$ cat config.mk
export PLATFORM = sky130hd
export DESIGN_NAME = fetch_stage
export DESIGN_NICKNAME = d
export VERILOG_FILES = /design/src/rtl/fetch_pkg.sv /design/src/rtl/fetch_fifo.sv /design/src/rtl/fetch_stage.sv
export SDC_FILE = /design/constraint.sdc
export NUM_CORES = 1
export LEC_CHECK = 0
export ABC_AREA = 1
export BUFFER_PORTS_ARGS = -buffer_cell sky130_fd_sc_hd__buf_2
export CAP_MARGIN = 15
export CORE_MARGIN = 2
export CORE_UTILIZATION = 53
export CTS_BUF_LIST = sky130_fd_sc_hd__clkbuf_8
export DETAILED_ROUTE_END_ITERATION = 12
export PLACE_DENSITY_LB_ADDON = 0.08
export SETUP_SLACK_MARGIN = 0.15
export SLEW_MARGIN = 20
export SYNTH_ARGS = -nofsm -noshare
export SYNTH_HDL_FRONTEND = slang
export SYNTH_SLANG_ARGS = --single-unit
export TNS_END_PERCENT = 30
$ cat constraint.sdc
create_clock -name clk -period 4.7 [get_ports clk]
set_clock_uncertainty 0.05 [all_clocks]
set_input_delay 0.94 -clock clk [delete_from_list [all_inputs] [get_ports clk]]
set_output_delay 0.94 -clock clk [all_outputs]
set_load 0.02 [all_outputs]
$ cat src/rtl/fetch_pkg.sv
// rtl/fetch_pkg.sv - shared types and constants for the instruction-fetch front end
package fetch_pkg;

    localparam logic [3:0] OPC_HLT = 4'hF;

    typedef enum logic [1:0] {
        IDLE,
        WAIT,
        HALT
    } state_t;

    typedef struct packed {
        logic [15:0] instr;
        logic [15:0] pc;
    } fifo_entry_t;

endpackage

$ cat src/rtl/fetch_fifo.sv
// rtl/fetch_fifo.sv - small instruction buffer; flush wins over push and pop
module fetch_fifo
    import fetch_pkg::*;
#(
    parameter int DEPTH = 2
) (
    input  logic                       clk,
    input  logic                       rst_n,
    input  logic                       push,
    input  fifo_entry_t                push_data,
    input  logic                       pop,
    input  logic                       flush,
    output logic [$clog2(DEPTH+1)-1:0] count,
    output logic                       head_valid,
    output fifo_entry_t                head
);

    localparam int CW = $clog2(DEPTH + 1);
    localparam int PW = (DEPTH > 1) ? $clog2(DEPTH) : 1;

    fifo_entry_t   mem [DEPTH];
    logic [PW-1:0] rd_ptr;
    logic [PW-1:0] wr_ptr;

    always_ff @(posedge clk or negedge rst_n) begin
        if (!rst_n) begin
            rd_ptr <= '0;
            wr_ptr <= '0;
            count  <= '0;
        end else if (flush) begin
            rd_ptr <= '0;
            wr_ptr <= '0;
            count  <= '0;
        end else begin
            if (push) wr_ptr <= wr_ptr + 1'b1;
            if (pop)  rd_ptr <= rd_ptr + 1'b1;
            count <= count + CW'(push) - CW'(pop);
        end
    end

    // Storage needs no reset: the head is only observed while count is non-zero.
    always_ff @(posedge clk) begin
        if (push && !flush) mem[wr_ptr] <= push_data;
    end

    assign head       = mem[rd_ptr];
    assign head_valid = (count != '0);

endmodule

$ cat src/rtl/fetch_stage.sv
// rtl/fetch_stage.sv - fetch PC, single-outstanding imem requests, redirect/squash, HLT stop
// Optional FETCH_PERF_EN adds saturating perf_fetched / perf_squashed counters.
module fetch_stage
    import fetch_pkg::*;
#(
    parameter logic [15:0] RESET_PC   = 16'h0000,
    parameter int          FIFO_DEPTH = 2,
    parameter logic [15:0] PC_STEP    = 16'd2
) (
    input  logic        clk,
    input  logic        rst_n,
    output logic        imem_req,
    output logic [15:0] imem_addr,
    input  logic [15:0] imem_rdata,
    input  logic        imem_ready,
    input  logic        redirect_valid,
    input  logic [15:0] redirect_pc,
    input  logic        id_ready,
    output logic        if_valid,
    output logic [15:0] if_instr,
    output logic [15:0] if_pc,
    output logic [15:0] if_pc_plus2,
    output logic        halted
`ifdef FETCH_PERF_EN
    ,
    output logic [15:0] perf_fetched,
    output logic [15:0] perf_squashed
`endif
);

    localparam int CW = $clog2(FIFO_DEPTH + 1);

    state_t      state, state_next;
    logic [15:0] fetch_pc, req_pc;
    logic        squash, hlt_seen;
    logic [CW-1:0] count;
    logic        head_valid;
    fifo_entry_t head, push_entry;
    logic        redirect, resp, resp_hlt, push, pop, issue;
    int          free;

    assign redirect   = redirect_valid && (state != HALT);
    assign resp       = (state == WAIT) && imem_ready;
    assign resp_hlt   = resp && !squash && (imem_rdata[15:12] == OPC_HLT);
    assign push       = resp && !squash && !redirect;
    assign if_valid   = head_valid && (state != HALT);
    assign pop        = if_valid && id_ready && !redirect;
    assign push_entry = '{instr: imem_rdata, pc: req_pc};

    // The outstanding request already owns a slot; a same-cycle pop gives one back.
    assign free = FIFO_DEPTH - int'(count) - ((state == WAIT) ? 1 : 0) + (pop ? 1 : 0);

    assign issue = rst_n && ((state == IDLE) || resp) && (free > 0)
                   && !hlt_seen && !redirect_valid && !resp_hlt;

    assign imem_req  = issue;
    assign imem_addr = issue ? fetch_pc : 16'h0000;

    always_comb begin
        state_next = state;
        if (state != HALT) begin
            if (redirect)
                state_next = ((state == WAIT) && !imem_ready) ? WAIT : IDLE;
            else if (pop && (head.instr[15:12] == OPC_HLT))
                state_next = HALT;
            else if (issue)
                state_next = WAIT;
            else if (resp)
                state_next = IDLE;
        end
    end

    always_ff @(posedge clk or negedge rst_n) begin
        if (!rst_n) begin
            state    <= IDLE;
            fetch_pc <= RESET_PC;
            req_pc   <= RESET_PC;
            squash   <= 1'b0;
            hlt_seen <= 1'b0;
        end else begin
            state <= state_next;
            if (redirect) begin
                fetch_pc <= redirect_pc;
                squash   <= (state == WAIT) && !imem_ready;
                hlt_seen <= 1'b0;
            end else begin
                if (issue) begin
                    fetch_pc <= fetch_pc + PC_STEP;
                    req_pc   <= fetch_pc;
                end
                if (resp && squash) squash <= 1'b0;
                if (resp_hlt) hlt_seen <= 1'b1;
            end
        end
    end

    fetch_fifo #(
        .DEPTH(FIFO_DEPTH)
    ) u_fifo (
        .clk       (clk),
        .rst_n     (rst_n),
        .push      (push),
        .push_data (push_entry),
        .pop       (pop),
        .flush     (redirect),
        .count     (count),
        .head_valid(head_valid),
        .head      (head)
    );

    assign if_instr    = if_valid ? head.instr : 16'h0000;
    assign if_pc       = if_valid ? head.pc : 16'h0000;
    assign if_pc_plus2 = if_valid ? head.pc + PC_STEP : 16'h0000;
    assign halted      = (state == HALT);

`ifdef FETCH_PERF_EN
    logic [16:0] fetched_sum, squashed_sum;

    assign fetched_sum  = {1'b0, perf_fetched} + 17'(push);
    assign squashed_sum = {1'b0, perf_squashed} + 17'(resp && (squash || redirect))
                          + (redirect ? 17'(count) : 17'd0);

    always_ff @(posedge clk or negedge rst_n) begin
        if (!rst_n) begin
            perf_fetched  <= 16'h0000;
            perf_squashed <= 16'h0000;
        end else begin
            perf_fetched  <= fetched_sum[16] ? 16'hFFFF : fetched_sum[15:0];
            perf_squashed <= squashed_sum[16] ? 16'hFFFF : squashed_sum[15:0];
        end
    end
`endif

endmodule

* Word-level counts from Yosys, hierarchy flattened
Memory sizes are Yosys's and may differ from the RTL's.
Index checks and enable logic that the tools add are counted.
** Operators by class
- Add/subtract/negate cells :: 9
- Magnitude comparators :: 1
- Equality and inequality tests :: 5
- Mux-type cells :: 24
- Bitwise operators :: 1
- Reduce and logical (&&, ||, !) cells :: 34
** Operators with widths (number)
- two-way mux 16 bit :: 6
- adder 16 x 2 -> 16 bit, second input constant :: 2
- logical AND 1 bit :: 17
- two-way mux 1 bit :: 13
- nonzero test 2 bit :: 6
- two-way mux 2 bit :: 5
- == test 4 bit, second input constant :: 2
- logical NOT 1 bit :: 6
- adder 4 x 2 -> 5 bit :: 1
- greater-than comparator 5 x 1 -> 1 bit, second input constant :: 1
- AND reduction 2 bit :: 2
- nonzero test 4 bit :: 1
- subtractor 3 x 2 -> 4 bit :: 1
- subtractor 2 x 2 -> 3 bit, first input constant :: 1
- adder 1 bit, second input constant :: 2
- adder 2 x 1 -> 2 bit :: 1
- == test 2 x 1 -> 1 bit, second input constant :: 1
- == test 2 bit, second input constant :: 1
- logical NOT 2 bit :: 1
- inequality test 2 bit, second input constant :: 1
- subtractor 2 x 1 -> 2 bit :: 1
- logical OR 1 bit :: 1
- NOT 1 bit :: 1
** Word-level totals
- Flip-flop bits (word level) :: 40
- RAM bits :: 64
- Input bits :: 37
- Output and inout bits :: 67
- Word-level logic and storage cells :: 83
- Memories kept :: 1
** Memory list
- u_fifo.mem :: depth 2, bits a word 32, read ports 1, clocked after memory_dff 0, write ports 1, line fetch_fifo.sv:21 : fifo_entry_t mem [DEPTH];

* Longest topological paths before layout
Gate-level depths: netlist of run 1.
- Word-level depth :: 14
- Depth in mapped cells :: 20
- Depth with buffers taken out :: 19

* Modules after synthesis
From an unflattened synthesis of run 1, not the netlist that was laid out.
** Unflattened totals
- Cells, all modules :: 588
- Area total of the unflattened synthesis :: 5536.6 um^2
** By module, submodules not included
- fetch_stage :: instances 1, cells an instance 460, area an instance 2860.2 um^2
- fetch_fifo :: instances 1, cells an instance 128, area an instance 2676.3 um^2

* Least setup slack after synthesis of run 1
OpenSTA, ideal clock, no wires.
- Path kind :: input -> output
- Start :: input port id_ready
- End :: output port imem_addr[12]
- Arrival :: 2933 ps
- Data required time :: 3710 ps
- Slack :: 777 ps
- Stages :: 16
- Buffers on the path :: 1
- Cell sequence :: inv_1 -> nor3_2 -> ha_1 -> inv_1 -> fa_1 -> inv_1 -> ha_1 -> inv_1 -> nand2_1 -> nand2_1 -> nor2_1 -> nand3_4 -> inv_2 -> buf_4 -> nand2_1 -> inv_1
** On the way
- Word-level cells in the longest chain between the ends :: 10
** RTL lines
- start, declared :: line fetch_stage.sv:18 : input logic id_ready,
- logical AND 1 bit (2 in a row) :: line fetch_stage.sv:47 : assign pop = if_valid && id_ready && !redirect;
- two-way mux 1 bit :: line fetch_stage.sv:51 : assign free = FIFO_DEPTH - int'(count) - ((state == WAIT) ? 1 : 0) + (pop ? 1 : 0);
- adder 4 x 2 -> 5 bit :: line fetch_stage.sv:51
- greater-than comparator 5 x 1 -> 1 bit :: line fetch_stage.sv:53 : assign issue = rst_n && ((state == IDLE) || resp) && (free > 0)
- logical AND 1 bit :: line fetch_stage.sv:53
- logical AND 1 bit (3 in a row) :: line fetch_stage.sv:54 : && !hlt_seen && !redirect_valid && !resp_hlt;
- via imem_req :: line fetch_stage.sv:12 : output logic imem_req,
- two-way mux 16 bit :: line fetch_stage.sv:57 : assign imem_addr = issue ? fetch_pc : 16'h0000;
- end, declared :: line fetch_stage.sv:13 : output logic [15:0] imem_addr,
The timed path passes the listed nets, and every way through them passes these cells.

* Worst setup path in the final report of run 1
- Start :: register u_fifo.count[0]
- End :: output port imem_addr[14]
** On the way
- Word-level cells in the longest chain between the ends :: 12
** RTL lines
- start, declared :: line fetch_fifo.sv:13 : output logic [$clog2(DEPTH+1)-1:0] count,
- start signal, assigned :: line fetch_fifo.sv:37 : count <= count + CW'(push) - CW'(pop);
- branches (longest 5 deep; another with subtractor 3 x 2 -> 4 bit)
- adder 4 x 2 -> 5 bit * :: line fetch_stage.sv:51
- greater-than comparator 5 x 1 -> 1 bit * :: line fetch_stage.sv:53
- logical AND 1 bit * :: line fetch_stage.sv:53
- logical AND 1 bit * (3 in a row) :: line fetch_stage.sv:54
- two-way mux 16 bit * :: line fetch_stage.sv:57
Mark *: on every way between the ends.

==> summary.txt, run 1 <==
Global routing
  – Pin count of the biggest net entering global routing: 41
  – Vias in the first global route: 3947
  – Busiest layer in global routing: met2
  – Met1 usage: 29.67%
  – Total gr overflow: 0
  – Initial antenna violation count: 0
  – Met2 Track Usage GR: 34.79%
  – All-Layer GR Usage: 21.54%
  – First-pass GRT wire length: 18.99 mm
  – Met3 Use GR: 3.493%

Worst setup path
  – R2R cell count: 19
  – Element type at the critical path start: register
  – Worst path arrival time: 3.15 ns
  – CP Class: register to output pin
  – Flop-to-flop setup slack: 1.26 ns
  – Reg-to-Reg Start: u_fifo.count[0]$_DFF_PN0_
  – CP max FO: 18
  – Worst R2R End: state[1]$_DFFE_PN0P_
  – Worst Path Required: 3.71 ns
  – CP Capture Type: output pin

Floorplanning
  – Die area: 11030 µm²
  – Core area: 9864 µm²
  – Initial Util: 54.86%
  – Placement Rows: 36
  – Die Height: 105.0 µm
  – DIE WIDTH: 105.0 µm
  – # IOs: 104

Yosys
  – Simple-gate share of the synthesized area: 28.69%
  – Largest family of logic cells by synthesized area: simple AND/OR/NAND/NOR gates
  – Post-synthesis mux area share: 0%
  – Area of the mapped netlist: 5411 µm²
  – Yosys warns: 0
  – Sequential cell area fraction in the yosys report: 54.01%
  – Synth Area in Compound Gates: 6.243%
  – Post-Synth XOR/XNOR Area: 0.9711%
  – Synthesized Nets: 650
  – Synth Register Bits: 104
  – Synth Area per Inst: 8.989 µm²
  – Cells after Synth: 602
  – Synth cell types: 39
  – Area share of fa/ha/maj cells after synthesis: 2.821%

Timing
  – Fmax: 241.8 MHz
  – Final hold slack: 0.4161 ns
  – Period utilization: 87.99%
  – Pins Over Slew Limit: 0
  – RSZ-0062 raised after global routing: false
  – Hold Fails Final Rpt: 0
  – Actual slew at the worst max-slew pin: 0.9560 ns
  – Min Tclk post-route: 4.135 ns
  – Setup-failing EPs final: 0
  – Setup TNS Final: 0 ns
  – Max-Slew Margin vs Limit: 36.12%

Clock tree
  – Maximum clock insertion buffer count: 2
  – Clk sinks: 104
  – Reg clk slew, reported paths: 0.11 ns
  – Worst-Skew Late Latency: 0.37 ns
  – CTS tree: built
  – Hold Buf Count CTS: 0
  – CTS Buf Count: 9
  – H-tree depth: 3
  – Root Buffer: clkbuf_8

Finish
  – Area delta synth->final: 15.31%
  – Fillers: 872
  – Post-Route Utilization: 63.25%
  – Share of cells above drive strength 1: 24.79%
  – Fin nets: 753
  – # diodes: 0

Place
  – Port Buffers: 103
  – HPWL Detailed: 8.234 mm
  – GP Congestion: 0.9126

Power and ir drop
  – Max IR drop VDD: 0.2153 mV
  – Tot Pwr: 0.002803 W
  – Pwr Density: 449.2 nW/µm²
  – P_leak: 3.034 nW

Route
  – # DRC: 0
  – DRT antenna net count: 0
  – DR iter-0 viols: 254
  – Vias per cell: 5.075
  – Wire per inst: 13.93 µm
  – DRT Pass-1 Iters: 4
  – Vias: 4278
  – Wirelength, routed: 11.74 mm

Hold path
  – Hold_sp: req_pc[0]$_DFFE_PN0P_
  – Worst min path class: register to register
  – Hold path cells: 0
  – Endpoint, Worst Hold: u_fifo.mem[0][0]$_DFFE_PP_

Status
  – Run status: finished clean

Flow run
  – Max cap viols: 0
-- worst max path at each step --
stage                     depth (start not counted)                 startpoint             to
after floorplan                                  16                   id_ready  imem_addr[12]
after global placement                           16             redirect_valid  imem_addr[12]
after detailed placement                         16             redirect_valid  imem_addr[14]
after CTS                                        19  u_fifo.count[0]$_DFF_PN0_  imem_addr[14]
after global routing                             19  u_fifo.count[0]$_DFF_PN0_  imem_addr[14]
final                                            19  u_fifo.count[0]$_DFF_PN0_  imem_addr[14]
-- synth_stat cells, drive strengths merged --
library cell | number | area, µm²
nor3b | 1 | 7.510
nand4 | 10 | 77.57
a21boi | 1 | 7.510
a31o | 1 | 8.760
o21ai | 24 | 131.4
xnor2 | 2 | 17.52
o22ai | 1 | 6.260
nor2 | 67 | 320.3
inv | 65 | 251.5
o21a | 1 | 7.510
buf | 20 | 141.4
fa | 2 | 40.04
edfxtp | 64 | 1922
nand2 | 217 | 912.1
a21oi | 31 | 158.9
dfrtp | 40 | 1001
o31ai | 1 | 7.510
nor3 | 5 | 30.03
o211a | 1 | 10.01
nand3 | 35 | 205.2
ha | 9 | 112.6
xor2 | 4 | 35.03
-- flip-flops by register name, summed over array words and instances (netlist names) --
signal,flops
fetch_pc,16
hlt_seen,1
req_pc,16
squash,1
state,2
u_fifo.count,2
u_fifo.mem,64
u_fifo.rd_ptr,1
u_fifo.wr_ptr,1
-- cell usage in the layout (no fill, tap or decap), types with 2 or more instances in the layout --
cell and count:
nand3_4 2, nand2_2 15, fa_1 2, nor2_4 8, nand3_1 32, inv_1 59, a21oi_1 30, buf_4 9
o21ai_0 21, xor2_1 4, xnor2_1 2, edfxtp_1 64, nor3_1 4, dfrtp_1 40, buf_2 103, inv_6 3
nand2_1 194, clkbuf_8 9, ha_1 9, nor2_2 3, inv_2 4, o21ai_1 2, nor2_1 55, inv_8 2
nand2_4 8, nand4_1 9
-- worst max-delay path: stages (launching register included) --
cell     delay [ns]
dfrtp_1        0.38
inv_1          0.10
ha_1           0.22
inv_1          0.10
nand2_2        0.07
nor3_2         0.14
ha_1           0.19
inv_1          0.05
fa_1           0.35
inv_1          0.07
ha_1           0.14
inv_1          0.04
nand2_1        0.05
nand2_1        0.04
nor2_1         0.18
nand3_4        0.16
inv_6          0.17
nand2_1        0.09
inv_1          0.06
buf_2          0.15
-- cells by family (layout without fill, tap and decap cells) --
kind of cell / after synthesis / count (layout)
fa+ha+maj: 11 / 11
simple gates: 335 / 335
xor+xnor: 6 / 6
buf+inv: 85 / 193
compound gates: 61 / 61
flops: 104 / 104
-- routing by layer --
| layer | share of wire (%) | wire (µm) |
|---|---|---|
| met1 | 47 | 5490 |
| met5 | 0 | 0 |
| met3 | 4.6 | 542 |
| met4 | 2.0 | 231 |
| met2 | 47 | 5475 |
-- final cells by class --
cell class	count	area (µm²)	share of cell area [%]
multi-input cells	413	2111	33.83
well taps	133	166.4	2.667
flip-flops and latches	104	2923	46.84
clock inverters	7	76.32	1.223
repair buffers	112	583.1	9.344
inverters	65	256.5	4.111
clock buffers	9	123.9	1.985
-- per-stage QoR --
| step | area (µm²) | worst slack [ns] | cells |
|---|---|---|---|
| finish | 6240 | 0.5647 | 843 |
| global route | 6240 | 0.2467 | 843 |
| CTS | 6205 | 0.2687 | 839 |
| detailed placement | 6005 | 0.4140 | 823 |
| global placement | 6005 | 0.5074 | 823 |
| floorplan | 5411 | 0.7774 | 602 |
-- power breakdown --
group          switching [W]  internal [W]
clock               0.000316      0.000252
combinational       0.000639      0.000302
sequential          0.000137       0.00116
total                0.00109       0.00171
-- timing repair --
| item | in CTS | in global routing |
|---|---|---|
| buffers inserted | 0 | 4 |
| gates resized for setup | 0 | 3 |
| endpoints found under the setup margin | 0 | 4 |
Note: power is estimated with default switching activity, not from simulation.
==> run 2: changes to the inputs <==
- CORE_ASPECT_RATIO: not set -> 0.75
==> run 2 against run 1 <==
Sequential share of layout area grew 0.066 points. Utilization is 0.49 points higher. Global-route usage rose by 1.7 points. Non-clock buffer count down 1. Die area about the same.
==> summary.txt, run 2 (synthesis gave the netlist of run 1 again) <==
Clock tree
  – Reg clk slew, reported paths: 0.10 ns (was 0.11 ns)
  – CTS tree: built (unchanged)
  – Worst-Skew Late Latency: 0.38 ns (was 0.37 ns)
  – Clk sinks: 104 (unchanged)
  – CTS Buf Count: 9 (unchanged)
  – Root Buffer: clkbuf_8 (unchanged)
  – Maximum clock insertion buffer count: 2 (unchanged)
  – H-tree depth: 3 (unchanged)

Finish
  – Fillers: 874 (was 872)
  – Biggest register: u_fifo.mem (unchanged)
  – Commonest non-fill, non-tap cells in the layout: 194 x nand2_1, 103 x buf_2, 64 x edfxtp_1 (unchanged)
  – Share of cells above drive strength 1: 24.68% (was 24.79%)
  – # diodes: 0 (unchanged)
  – Biggest regs: u_fifo.mem: 64 flops, fetch_pc: 16 flops, req_pc: 16 flops (unchanged)
  – Area delta synth->final: 15.14% (was 15.31%)
  – Reg area: 2923 µm² (unchanged)
  – Fin nets: 752 (was 753)
  – Number of flip-flops in the largest register: 64 (unchanged)
  – Commonest non-fill, non-tap cell in the layout: nand2_1 (unchanged)
  – Final non-filler cell total: 841 (was 843)
  – Footprint of the multi-input gates: 2111 µm² (unchanged)

Worst setup path
  – Worst Path Required: 3.71 ns (about the same)
  – CP max FO: 18 (unchanged)
  – Largest stage delay, worst path: 0.39 ns (was 0.38 ns)
  – CP Class: register to output pin (unchanged)
  – CP Capture Type: output pin (unchanged)
  – Worst path arrival time: 3.23 ns (was 3.15 ns)
  – Critical-path top delay cell: dfrtp_1 (unchanged)
  – CP dominant cell by count: inv_1 (unchanged)
  – Worst-path cell chain: inv_1 > ha_1 > inv_1 > nand2_2 > nor3_2 > ha_1 > inv_1 > fa_1 > inv_1 > ha_1 > inv_1 > nand2_1 > nand2_1 > nor2_1 > nand3_4 > inv_6 > nand2_1 > inv_1 > buf_2 (unchanged)
  – Element type at the critical path start: register (unchanged)

Route
  – DRT antenna net count: 0 (unchanged)
  – Wire per inst: 14.66 µm (was 13.93 µm)
  – Wirelength, routed: 12.33 mm (was 11.74 mm)
  – Vias: 4346 (was 4278)
  – DRT Pass-1 Iters: 5 (was 4)
  – DR iter-0 viols: 319 (was 254)
  – # DRC: 0 (unchanged)
  – Vias per cell: 5.168 (was 5.075)

Timing
  – Setup-failing EPs final: 0 (unchanged)
  – Max-Slew Margin vs Limit: 35.18% (was 36.12%)
  – Hold Fails Final Rpt: 0 (unchanged)
  – Actual slew at the worst max-slew pin: 0.9700 ns (was 0.9560 ns)
  – Min Tclk post-route: 4.223 ns (was 4.135 ns)
  – RSZ-0062 raised after global routing: false (unchanged)
  – Setup TNS Final: 0 ns (unchanged)
  – Period utilization: 89.84% (was 87.99%)
  – Worst setup margin: 0.4774 ns (was 0.5647 ns)
  – Pins Over Slew Limit: 0 (unchanged)
  – Fmax: 236.8 MHz (was 241.8 MHz)

Place
  – Worst slack, placed: 0.3624 ns (was 0.4140 ns)
  – HPWL Detailed: 8.834 mm (was 8.234 mm)
  – GP Congestion: 0.8812 (was 0.9126)
  – Port Buffers: 103 (unchanged)
  – Post-placement cell count: 822 (was 823)

Floorplanning
  – Die area: 11040 µm² (was 11030 µm²)
  – Placement Rows: 31 (was 36)
  – Core area: 9774 µm² (was 9864 µm²)
  – Initial Util: 55.36% (was 54.86%)
  – # IOs: 104 (unchanged)
  – Die Height: 91.51 µm (was 105.0 µm)
  – DIE WIDTH: 120.7 µm (was 105.0 µm)

Global routing
  – Initial antenna violation count: 0 (unchanged)
  – Pin count of the biggest net entering global routing: 41 (unchanged)
  – Vias in the first global route: 4129 (was 3947)
  – All-Layer GR Usage: 23.27% (was 21.54%)
  – Total gr overflow: 0 (unchanged)
  – First-pass GRT wire length: 19.89 mm (was 18.99 mm)

Power and ir drop
  – Pwr Density: 446.7 nW/µm² (was 449.2 nW/µm²)
  – Seq pwr share: 47.0% (was 46.1%)
  – Max IR drop VDD: 0.3067 mV (was 0.2153 mV)
  – Tot Pwr: 0.002783 W (was 0.002803 W)
  – Comb pwr share: 34.1% (was 33.6%)
  – Clk network pwr share: 19.0% (was 20.3%)
  – NetSw: 0.001117 W (was 0.001092 W)
  – P_int: 0.001666 W (was 0.001711 W)
  – Sw frac: 40.13% (was 38.97%)
  – P_leak: 3.031 nW (was 3.034 nW)

Status
  – Run status: finished clean (unchanged)

Hold path
  – Worst min path class: register to register (unchanged)

Flow run
  – Max cap viols: 0 (unchanged)
run 2: cell types whose count changed in the layout (fill, tap and decap cells not counted), sizes merged:
cell / previous run / this run
inv: 68 / 70
buf: 112 / 111
bufinv: 1 / 0
clkinv: 3 / 2
run 2: critical path, delay by kind of cell, from the launching register on:
family	cells	cell delay, ns
adder cells (fa/ha/maj)	4	0.92
AND/OR/NAND/NOR	7	0.81
buffers and inverters	8	0.74
flip-flops	1	0.39
run 2: area by class of cell:
type,count,area share [%]
clock inverters,7,1.024
repair buffers,111,9.438
flip-flops and latches,104,46.91
multi-input cells,413,33.88
inverters,65,4.116
well taps,132,2.651
clock buffers,9,1.988
run 2: repair_timing:
| action | in CTS | in global routing |
|---|---|---|
| resized for setup | 0 | 3 |
| endpoints found under the setup margin | 0 | 4 |
| setup buffers | 0 | 3 |
| hold buffers | 0 | 0 |
run 2: power by group through the flow:
stage / clock (W) / sequential (W) / combinational, W
detailed placement: 0 / 0.00132 / 0.000927
global placement: 0 / 0.00131 / 0.000907
CTS: 0.000541 / 0.00130 / 0.000932
floorplan: 0 / 0.00126 / 0.000689
finish: 0.000528 / 0.00131 / 0.000948
global route: 0.000574 / 0.00133 / 0.00106
run 2: metal layers:
layer / share of wire [%] / global-route usage (%) / wire length, µm
met1: 46 / 32.49 / 5635
met2: 45 / 35.69 / 5552
met3: 7.8 / 6.219 / 958
met4: 1.5 / 7.074 / 186
met5: 0 / 0 / 0
run 2: worst paths after layout:
kind / slack (ns) / endpoint / cells past startpoint / startpoint
worst max-delay path: 0.48 / imem_addr[14] / 19 / u_fifo.count[0]$_DFF_PN0_
worst min-delay path: 0.43 / u_fifo.mem[1][0]$_DFFE_PP_ / 0 / req_pc[0]$_DFFE_PN0P_
worst max register to register: 1.51 / state[0]$_DFFE_PN0P_ / 18 / u_fifo.count[0]$_DFF_PN0_
worst min register to register: 0.43 / u_fifo.mem[1][0]$_DFFE_PP_ / 0 / req_pc[0]$_DFFE_PN0P_
max in group asynchronous: 3.61 / fetch_pc[15]$_DFFE_PN0N_ / 2 / rst_n
min in group asynchronous: 0.63 / req_pc[10]$_DFFE_PN0P_ / 2 / rst_n
run 2: metrics by stage:
step	utilization, %	cell area (µm²)	hold WS (ns)
2_1_floorplan	-	5411	0.3924
3_3_place_gp	61.42	6003	0.4021
3_5_place_dp	61.42	6003	0.4093
4_1_cts	63.34	6191	0.4358
5_1_grt	63.75	6231	0.4535
6_report	63.75	6231	0.4325
